### src/rtl/div_sequencer.sv
// Sequencer for the shared 32-bit unsigned iterative divider: resolves special cases,
// reuses the last result for matching operands, and applies RISC-V sign rules.
module div_sequencer #(
   parameter bit CACHE_EN = 1'b1,
   parameter int TAG_W    = 5
) (
   input  logic             clk,
   input  logic             rst_n,
   input  logic             req_valid,
   output logic             req_ready,
   input  logic [1:0]       req_op,
   input  logic [31:0]      req_a,
   input  logic [31:0]      req_b,
   input  logic [TAG_W-1:0] req_tag,
   input  logic             flush,
   output logic             resp_valid,
   input  logic             resp_ready,
   output logic [31:0]      resp_data,
   output logic [TAG_W-1:0] resp_tag,
   output logic             div_valid,
   output logic [31:0]      div_dividend,
   output logic [31:0]      div_divisor,
   output logic             div_signed,
   input  logic             div_ready,
   input  logic [31:0]      div_q,
   input  logic [31:0]      div_r
);

   // state | meaning
   // IDLE  | waiting for a request
   // LOAD  | div_valid low for one cycle so the core reloads its operands
   // RUN   | core iterating, waiting for div_ready
   // RESP  | result held until resp_ready
   typedef enum logic [1:0] {IDLE, LOAD, RUN, RESP} state_t;

   state_t state, state_nxt;

   logic [1:0]       op_r;
   logic [31:0]      a_r, b_r, q_r, r_r;
   logic [31:0]      mag_a_r, mag_b_r;
   logic [TAG_W-1:0] tag_r;
   logic             cache_valid, cache_op0;
   logic [31:0]      cache_a, cache_b, cache_q, cache_r;

   logic        accept, req_sgn, is_zero, is_ovf, is_hit, sgn_r;
   logic [31:0] q_core, r_core;

   assign req_ready  = (state == IDLE) && !flush;
   assign accept     = req_valid && req_ready;
   assign req_sgn    = !req_op[0];
   assign is_zero    = (req_b == 32'h0);
   assign is_ovf     = req_sgn && (req_a == 32'h8000_0000) && (req_b == 32'hFFFF_FFFF);
   assign is_hit     = CACHE_EN && cache_valid && (req_a == cache_a) && (req_b == cache_b)
                       && (req_op[0] == cache_op0);

   assign sgn_r      = !op_r[0];
   assign q_core     = (sgn_r && (a_r[31] ^ b_r[31])) ? -div_q : div_q;
   assign r_core     = (sgn_r && a_r[31]) ? -div_r : div_r;

   assign resp_valid   = (state == RESP);
   assign resp_data    = op_r[1] ? r_r : q_r;
   assign resp_tag     = tag_r;
   assign div_valid    = (state == RUN);
   assign div_dividend = mag_a_r;
   assign div_divisor  = mag_b_r;
   assign div_signed   = 1'b0;

   always_ff @(posedge clk or negedge rst_n) begin
      if (!rst_n) state <= IDLE;
      else        state <= state_nxt;
   end

   always_comb begin
      state_nxt = state;
      case (state)
         IDLE: if (accept) state_nxt = (is_zero || is_ovf || is_hit) ? RESP : LOAD;
         LOAD: state_nxt = RUN;
         RUN:  if (div_ready) state_nxt = RESP;
         RESP: if (resp_ready) state_nxt = IDLE;
         default: state_nxt = IDLE;
      endcase
      if (flush) state_nxt = IDLE;
   end

   always_ff @(posedge clk or negedge rst_n) begin
      if (!rst_n) begin
         op_r        <= '0;
         a_r         <= '0;
         b_r         <= '0;
         tag_r       <= '0;
         mag_a_r     <= '0;
         mag_b_r     <= '0;
         q_r         <= '0;
         r_r         <= '0;
         cache_valid <= 1'b0;
         cache_op0   <= 1'b0;
         cache_a     <= '0;
         cache_b     <= '0;
         cache_q     <= '0;
         cache_r     <= '0;
      end else begin
         if (accept) begin
            op_r    <= req_op;
            a_r     <= req_a;
            b_r     <= req_b;
            tag_r   <= req_tag;
            mag_a_r <= (req_sgn && req_a[31]) ? -req_a : req_a;
            mag_b_r <= (req_sgn && req_b[31]) ? -req_b : req_b;
            if (is_zero) begin
               q_r <= 32'hFFFF_FFFF;
               r_r <= req_a;
            end else if (is_ovf) begin
               q_r <= 32'h8000_0000;
               r_r <= 32'h0;
            end else if (is_hit) begin
               q_r <= cache_q;
               r_r <= cache_r;
            end
         end
         if ((state == RUN) && div_ready && !flush) begin
            q_r         <= q_core;
            r_r         <= r_core;
            cache_valid <= 1'b1;
            cache_op0   <= op_r[0];
            cache_a     <= a_r;
            cache_b     <= b_r;
            cache_q     <= q_core;
            cache_r     <= r_core;
         end
         // An aborted run leaves no trustworthy cached pair behind.
         if (flush && ((state == LOAD) || (state == RUN))) cache_valid <= 1'b0;
      end
   end

endmodule

### config.mk
export PLATFORM = sky130hd
export DESIGN_NAME = div_sequencer
export DESIGN_NICKNAME = d
export VERILOG_FILES = /design/src/rtl/div_sequencer.sv
export SDC_FILE = /design/constraint.sdc
export NUM_CORES = 1
export LEC_CHECK = 0
export BUFFER_PORTS_ARGS = -buffer_cell sky130_fd_sc_hd__buf_4
export CAP_MARGIN = 20
export CORE_MARGIN = 2
export CORE_UTILIZATION = 42
export DETAILED_ROUTE_END_ITERATION = 16
export HOLD_SLACK_MARGIN = 0.02
export PLACE_DENSITY = 0.66
export SYNTH_ARGS = -nofsm -noshare
export SYNTH_HDL_FRONTEND = slang
export SYNTH_SLANG_ARGS = --single-unit
export TNS_END_PERCENT = 1
### constraint.sdc
create_clock -name clk -period 6.1 [get_ports clk]
set_input_delay 0.61 -clock clk [delete_from_list [all_inputs] [get_ports clk]]
set_output_delay 0.61 -clock clk [all_outputs]
set_load 0.05 [all_outputs]
==> results.cfg, run 1 <==
[logic_synthesis]
syn_inst_count = 1933
number_of_flops_mapped_to_enable_cells_by_yosys = 0
library_cells_used_by_synthesis = 57
synthesis.area_per_instance_um2 = 8.93
ys_ff_latch = 329
synth-warning-count = 0
netlist.top_cell.by_area = dfrtp_1
post_synth_instance_area_um2 = 17300
net_count_after_synthesis = 2083
synth_top_cells_by_area = dfrtp_1 48%, nand2_1 11%, a21oi_1 5.6%
post-synth-top-area-fraction = 0.477
synth_sequential_area_ratio = 0.477
synth_top_flop_cell = dfrtp_1
synth-async-reset-ratio = 1.00

[power_and_ir_drop]
internal_power_uw = 6240
p_sw_uw = 4630
power.share.sequential = 0.347
leakage_uw = 0.00994
power.density_cell_area_nw_per_um2 = 527
swShare = 0.426
peakVddDrop_mv = 0.313
power_frac_comb = 0.444
clkPwrFrac = 0.209
fin_total_pwr_uw = 10900

[critical_path]
worst-endpoint-arrival_ns = 4.02
reg2reg_depth = 7
rr_endpoint = q_r[12]$_DFFE_PN0P_
timing.critical_path.to_type = register
worst_reg2reg_path_startpoint = state[0]$_DFFE_PN0P_
worstSetupPathType = reg -> reg
worst_endpoint_required_time_ns = 6.50
path_max_fanout = 45
setup.worst_path.start_class = register
worst_reg2reg_setup_slack_ns = 2.49

[clock_tree]
worst_skew_pair.late_latency_ns = 0.54
worst_setup_hold_path_clk_slew_ns = 0.06
cts_tree = built
h-tree-depth = 2
cts_setup_buffers = 0
clock_path_buffers = 3
cts.sinks = 329
cts_hold_repair.buffers = 0
cts_made_buffers = 37
root_buffer = clkbuf_16
number_of_gates_given_a_new_drive_strength_after_cts = 0

[grt]
first_global_vias = 14048
first_pass_grt_wire_length_um = 82400
grt_max_degree = 124
grt_remaining_overflow = 0
grt_util_all_layers = 0.251
antenna_found_initial = 5

[placed_design]
io_buffers = 244
gp_congestion = 0.934
post-dp-hpwl_um = 38500

[sta]
shortest_clock_period_the_worst_path_allows_after_layout_ns = 3.61
post-route-period-util = 0.592
fin_skew_ns = 0.0259
rsz_0062_raised_after_global_routing = no
total_setup_violations_reported_at_the_end_of_the_flow = 0
max_slew_margin = 0.303
hold_violation_total_from_the_final_report = 0
worstMarginPinSlew_ns = 1.05
clock.fmax_mhz = 277
totalNegativeSetupSlack_ns = 0
timing.final.max_slew_violations = 0

[layout]
mostFrequentLayoutCell = nand2_1
layout-area-overhead-vs-synth_pct = 19.5
finish.net_count = 2247
mostFrequentLayoutCells = 492 x nand2_1, 329 x dfrtp_1, 262 x buf_4, 191 x a21oi_1, 134 x nor2_1
final_layout_size_suffix_gt1_frac = 0.202
final.fill_count = 3819

[flow_run]
drv.max_cap_violation_count = 0

[min_path]
min_path_type = in -> async

[floorplan]
num_rows = 74
die_h_um = 207
start_util = 0.424
design.core.area_um2 = 40700
die-area_um2 = 42700
die-width_um = 207
boundaryPins = 246

[routing]
routed-via-count = 14615
wirelength_um = 53800
post_drt_via_cell_ratio = 5.50
antenna_violating_nets_post_route = 0
drt-pass1-iter-count = 7
remaining_drc_errors = 0
post_drt_wl_per_cell_um = 20.2
detailedRoute.firstIterationViolations = 1248

[outcome]
status = finished, final reports clean
[cells by family after synthesis]
group | after synthesis | share of synthesized area
other | 1 | 0.000217
adder cells (fa/ha/maj) | 9 | 0.00652
multiplexers | 99 | 0.0768
buffers and inverters | 179 | 0.0427
flip-flops | 329 | 0.477
XOR/XNOR | 163 | 0.0827
AO/OA/AOI/OAI | 386 | 0.126
AND/OR/NAND/NOR | 767 | 0.188
[registers in the layout, indices dropped and copies added, names as in the netlist, 32 cells and up]
register and cells:
a_r 32, b_r 32, cache_a 32, cache_b 32, cache_q 32, cache_r 32, q_r 32, r_r 32
[layout make-up]
class,count,area (um^2),area share
antenna,3,7.51,0.000364
clock buffer,55,1130,0.0546
clock inverter,9,103,0.00497
inverter,39,146,0.00710
multi-input combinational,1425,8330,0.404
sequential,329,8230,0.399
tap,532,666,0.0323
timing repair buffer,265,2010,0.0977
[power by group through the flow]
stage,registers (uW),clock network (uW),logic [uW]
2_1_floorplan,4350,0,2720
3_3_place_gp,3740,0,4730
3_5_place_dp,3780,0,4810
4_1_cts,3760,2310,4830
5_1_grt,3880,2400,5240
6_report,3770,2270,4820
[critical path, cell delays in order (launching register included)]
cell     delay, ns
dfrtp_1       0.35
inv_1         0.09
ha_1          0.28
nand2_1       0.23
or2_2         0.84
o21a_4        0.53
buf_4         0.70
mux2_2        0.41
[synthesized netlist by cell type (all sizes together) (5+ instances only)]
master and instances:
nand2b 10, xor2 67, o22ai 6, o21ai 106, a31oi 12, nor2 135
xnor2 96, clkbuf 121, o41ai 14, nand2 493, nor2b 5, nor3 24
dfrtp 329, a22oi 22, ha 9, nor4 29, or4 11, nand3 9
mux2i 6, o31ai 14, nand4 22, a21oi 192, buf 19, or3 8
mux2 93, inv 39
[worst max path at each step]
| stage | startpoint | end | slack, ns | cells after the start |
|---|---|---|---|---|
| floorplan | req_a[25] | q_r[0]$_DFFE_PN0P_ | 3.12 | 10 |
| global placement | req_op[0] | q_r[13]$_DFFE_PN0P_ | 2.19 | 9 |
| detailed placement | req_op[0] | q_r[12]$_DFFE_PN0P_ | 2.11 | 9 |
| CTS | state[0]$_DFFE_PN0P_ | q_r[12]$_DFFE_PN0P_ | 2.47 | 7 |
| global route | state[0]$_DFFE_PN0P_ | q_r[12]$_DFFE_PN0P_ | 2.32 | 7 |
| finish | state[0]$_DFFE_PN0P_ | q_r[12]$_DFFE_PN0P_ | 2.49 | 7 |
[metrics by stage]
stage | setup WS [ns] | util | hold slack [ns] | area [um^2] | std cells
final | 2.49 | 0.506 | 0.154 | 20600 | 2657
after global routing | 2.32 | 0.506 | 0.243 | 20600 | 2657
after CTS | 2.47 | 0.505 | 0.215 | 20600 | 2650
after detailed placement | 2.11 | 0.475 | 0.450 | 19300 | 2586
after global placement | 2.19 | 0.475 | 0.445 | 19300 | 2586
after floorplan | 3.12 | - | 0.314 | 17300 | 1933
[layer usage]
| metal | GRT usage | vias to the layer above | wire length, um |
|---|---|---|---|
| li1 | - | 6827 | - |
| met1 | 0.367 | 7135 | 24000 |
| met2 | 0.374 | 556 | 23900 |
| met3 | 0.0396 | 95 | 4070 |
| met4 | 0.0955 | 2 | 1740 |
| met5 | 0 | - | 11 |
Power figures use the tool's default switching activity.
==> inputs of run 2 (changes only) <==
==> constraint.sdc (replaced) <==
create_clock -name clk -period 3.4 [get_ports clk]
set_input_delay 0.34 -clock clk [delete_from_list [all_inputs] [get_ports clk]]
set_output_delay 0.34 -clock clk [all_outputs]
set_load 0.05 [all_outputs]
==> run 2 against run 1 <==
Compared with the run above:
- count of clock-buffer cells in the layout unchanged
- clock power increased by 78%
- sequential share of layout area decreased by 0.50 points
- core utilization increased by 0.64 points
- register-to-register slack got worse by 1.8 ns
- total power increased by 79%
- non-clock buffer count increased by 22
- wire length about the same
- global-route usage increased by 0.057 points
- largest power group unchanged
==> results.cfg, run 2 (synthesis gave the netlist of run 1 again) <==
[outcome]
status = finished, final reports clean

[sta]
rsz_0062_raised_after_global_routing = no
total_setup_violations_reported_at_the_end_of_the_flow = 0
shortest_clock_period_the_worst_path_allows_after_layout_ns = 2.76
fin_skew_ns = 0.0229
totalNegativeSetupSlack_ns = 0
worstMarginPinSlew_ns = 0.813
holdWs_ns = 0.0688
clock.fmax_mhz = 363
max_slew_margin = 0.458
timing.final.max_slew_violations = 0
post-route-period-util = 0.811
hold_violation_total_from_the_final_report = 0

[clock_tree]
clock_path_buffers = 3
root_buffer = clkbuf_16
h-tree-depth = 2
cts_tree = built
cts_made_buffers = 37
worst_setup_hold_path_clk_slew_ns = 0.06
number_of_gates_given_a_new_drive_strength_after_cts = 0
worst_skew_pair.late_latency_ns = 0.54
cts.sinks = 329

[grt]
grt_max_degree = 103
grt_util_all_layers = 0.252
antenna_found_initial = 1
first_pass_grt_wire_length_um = 82800
grt_remaining_overflow = 0
first_global_vias = 14259

[placed_design]
io_buffers = 244
gp_congestion = 0.932
post-dp-hpwl_um = 38500

[critical_path]
worst_endpoint_required_time_ns = 3.86
setup.worst_path.start_class = register
worst-endpoint-arrival_ns = 3.22
timing.critical_path.to_type = register
path_max_fanout = 90
worstSetupPathType = reg -> reg

[floorplan]
num_rows = 74
die-area_um2 = 42700
boundaryPins = 246
design.core.area_um2 = 40700
die_h_um = 207
die-width_um = 207
start_util = 0.424

[routing]
wirelength_um = 53700
post_drt_via_cell_ratio = 5.49
routed-via-count = 14716
remaining_drc_errors = 0
antenna_violating_nets_post_route = 0
post_drt_wl_per_cell_um = 20.0
detailedRoute.firstIterationViolations = 1217
drt-pass1-iter-count = 5

[power_and_ir_drop]
power.density_cell_area_nw_per_um2 = 932
peakVddDrop_mv = 0.529
leakage_uw = 0.0101

[flow_run]
drv.max_cap_violation_count = 0

[layout]
mostFrequentLayoutCells = 492 x nand2_1, 329 x dfrtp_1, 270 x buf_4, 191 x a21oi_1, 134 x nor2_1
final_layout_size_suffix_gt1_frac = 0.209
mostFrequentLayoutCell = nand2_1
final.fill_count = 3740
layout-area-overhead-vs-synth_pct = 21.0
finish.net_count = 2269

[min_path]
min_path_type = in -> reg
-- run 2: area by class of cell --
type                    instances  area [um^2]  area share
diodes                          2         5.00    0.000240
well taps                     532          666      0.0319
inverters                      39          146     0.00701
repair buffers                287         2290       0.110
clock buffers                  55         1130      0.0539
clock inverters                13         96.3     0.00461
multi-input cells            1425         8320       0.399
flip-flops and latches        329         8230       0.394
-- run 2: repair_timing --
action / in CTS / in global routing
hold endpoints to repair: 86 / 0
buffers inserted: 0 / 0
hold buffers: 7 / 0
endpoints found under the setup margin: 0 / 0
-- run 2: final timing paths --
path / start / end / slack (ns) / cells past startpoint
worst min register to register: b_r[11]$_DFFE_PN0P_ / cache_b[11]$_DFFE_PN0P_ / 0.47 / 2
max in group asynchronous: rst_n / r_r[3]$_DFFE_PN0P_ / 2.05 / 3
worst max-delay path: state[0]$_DFFE_PN0P_ / r_r[14]$_DFFE_PN0P_ / 0.64 / 9
worst min-delay path: req_b[9] / b_r[9]$_DFFE_PN0P_ / 0.07 / 3
min in group asynchronous: rst_n / div_dividend[4]$_DFFE_PN0P_ / 0.40 / 2
worst max register to register: state[0]$_DFFE_PN0P_ / r_r[14]$_DFFE_PN0P_ / 0.64 / 9
-- run 2: worst max-delay path: stages (launching register included) --
cell     delay, ns
dfrtp_1       0.38
inv_1         0.13
ha_1          0.28
nand2_1       0.25
nor2_4        0.20
buf_12        0.34
buf_4         0.47
a21oi_1       0.11
a22oi_1       0.27
mux2_4        0.20
-- run 2: power by group --
group	total [uW]	internal, uW	switching, uW	leakage (uW)
Sequential	6740	5670	1070	0.00413
Combinational	8690	3130	5560	0.00533
Clock	4030	2370	1660	0.000612
Total	19500	11200	8290	0.0101
-- run 2: metal layers --
metal  GRT usage  vias to the layer above  share of wire
met4      0.0707                        0          0.024
met2       0.393                      545           0.45
met1       0.364                     7203           0.45
met5           0                        -              0
li1            -                     6878              -
met3      0.0383                       90          0.068
-- run 2: stage by stage --
| stage | instances | utilization | worst slack [ns] | power, uW | area, um^2 |
|---|---|---|---|---|---|
| after global placement | 2605 | 0.481 | 0.415 | 15200 | 19600 |
| after global routing | 2680 | 0.513 | 0.501 | 20600 | 20900 |
| after detailed placement | 2605 | 0.481 | 0.283 | 15400 | 19600 |
| after CTS | 2680 | 0.513 | 0.634 | 19500 | 20900 |
| after floorplan | 1933 | - | 0.692 | 12700 | 17300 |
| final | 2682 | 0.513 | 0.644 | 19500 | 20900 |
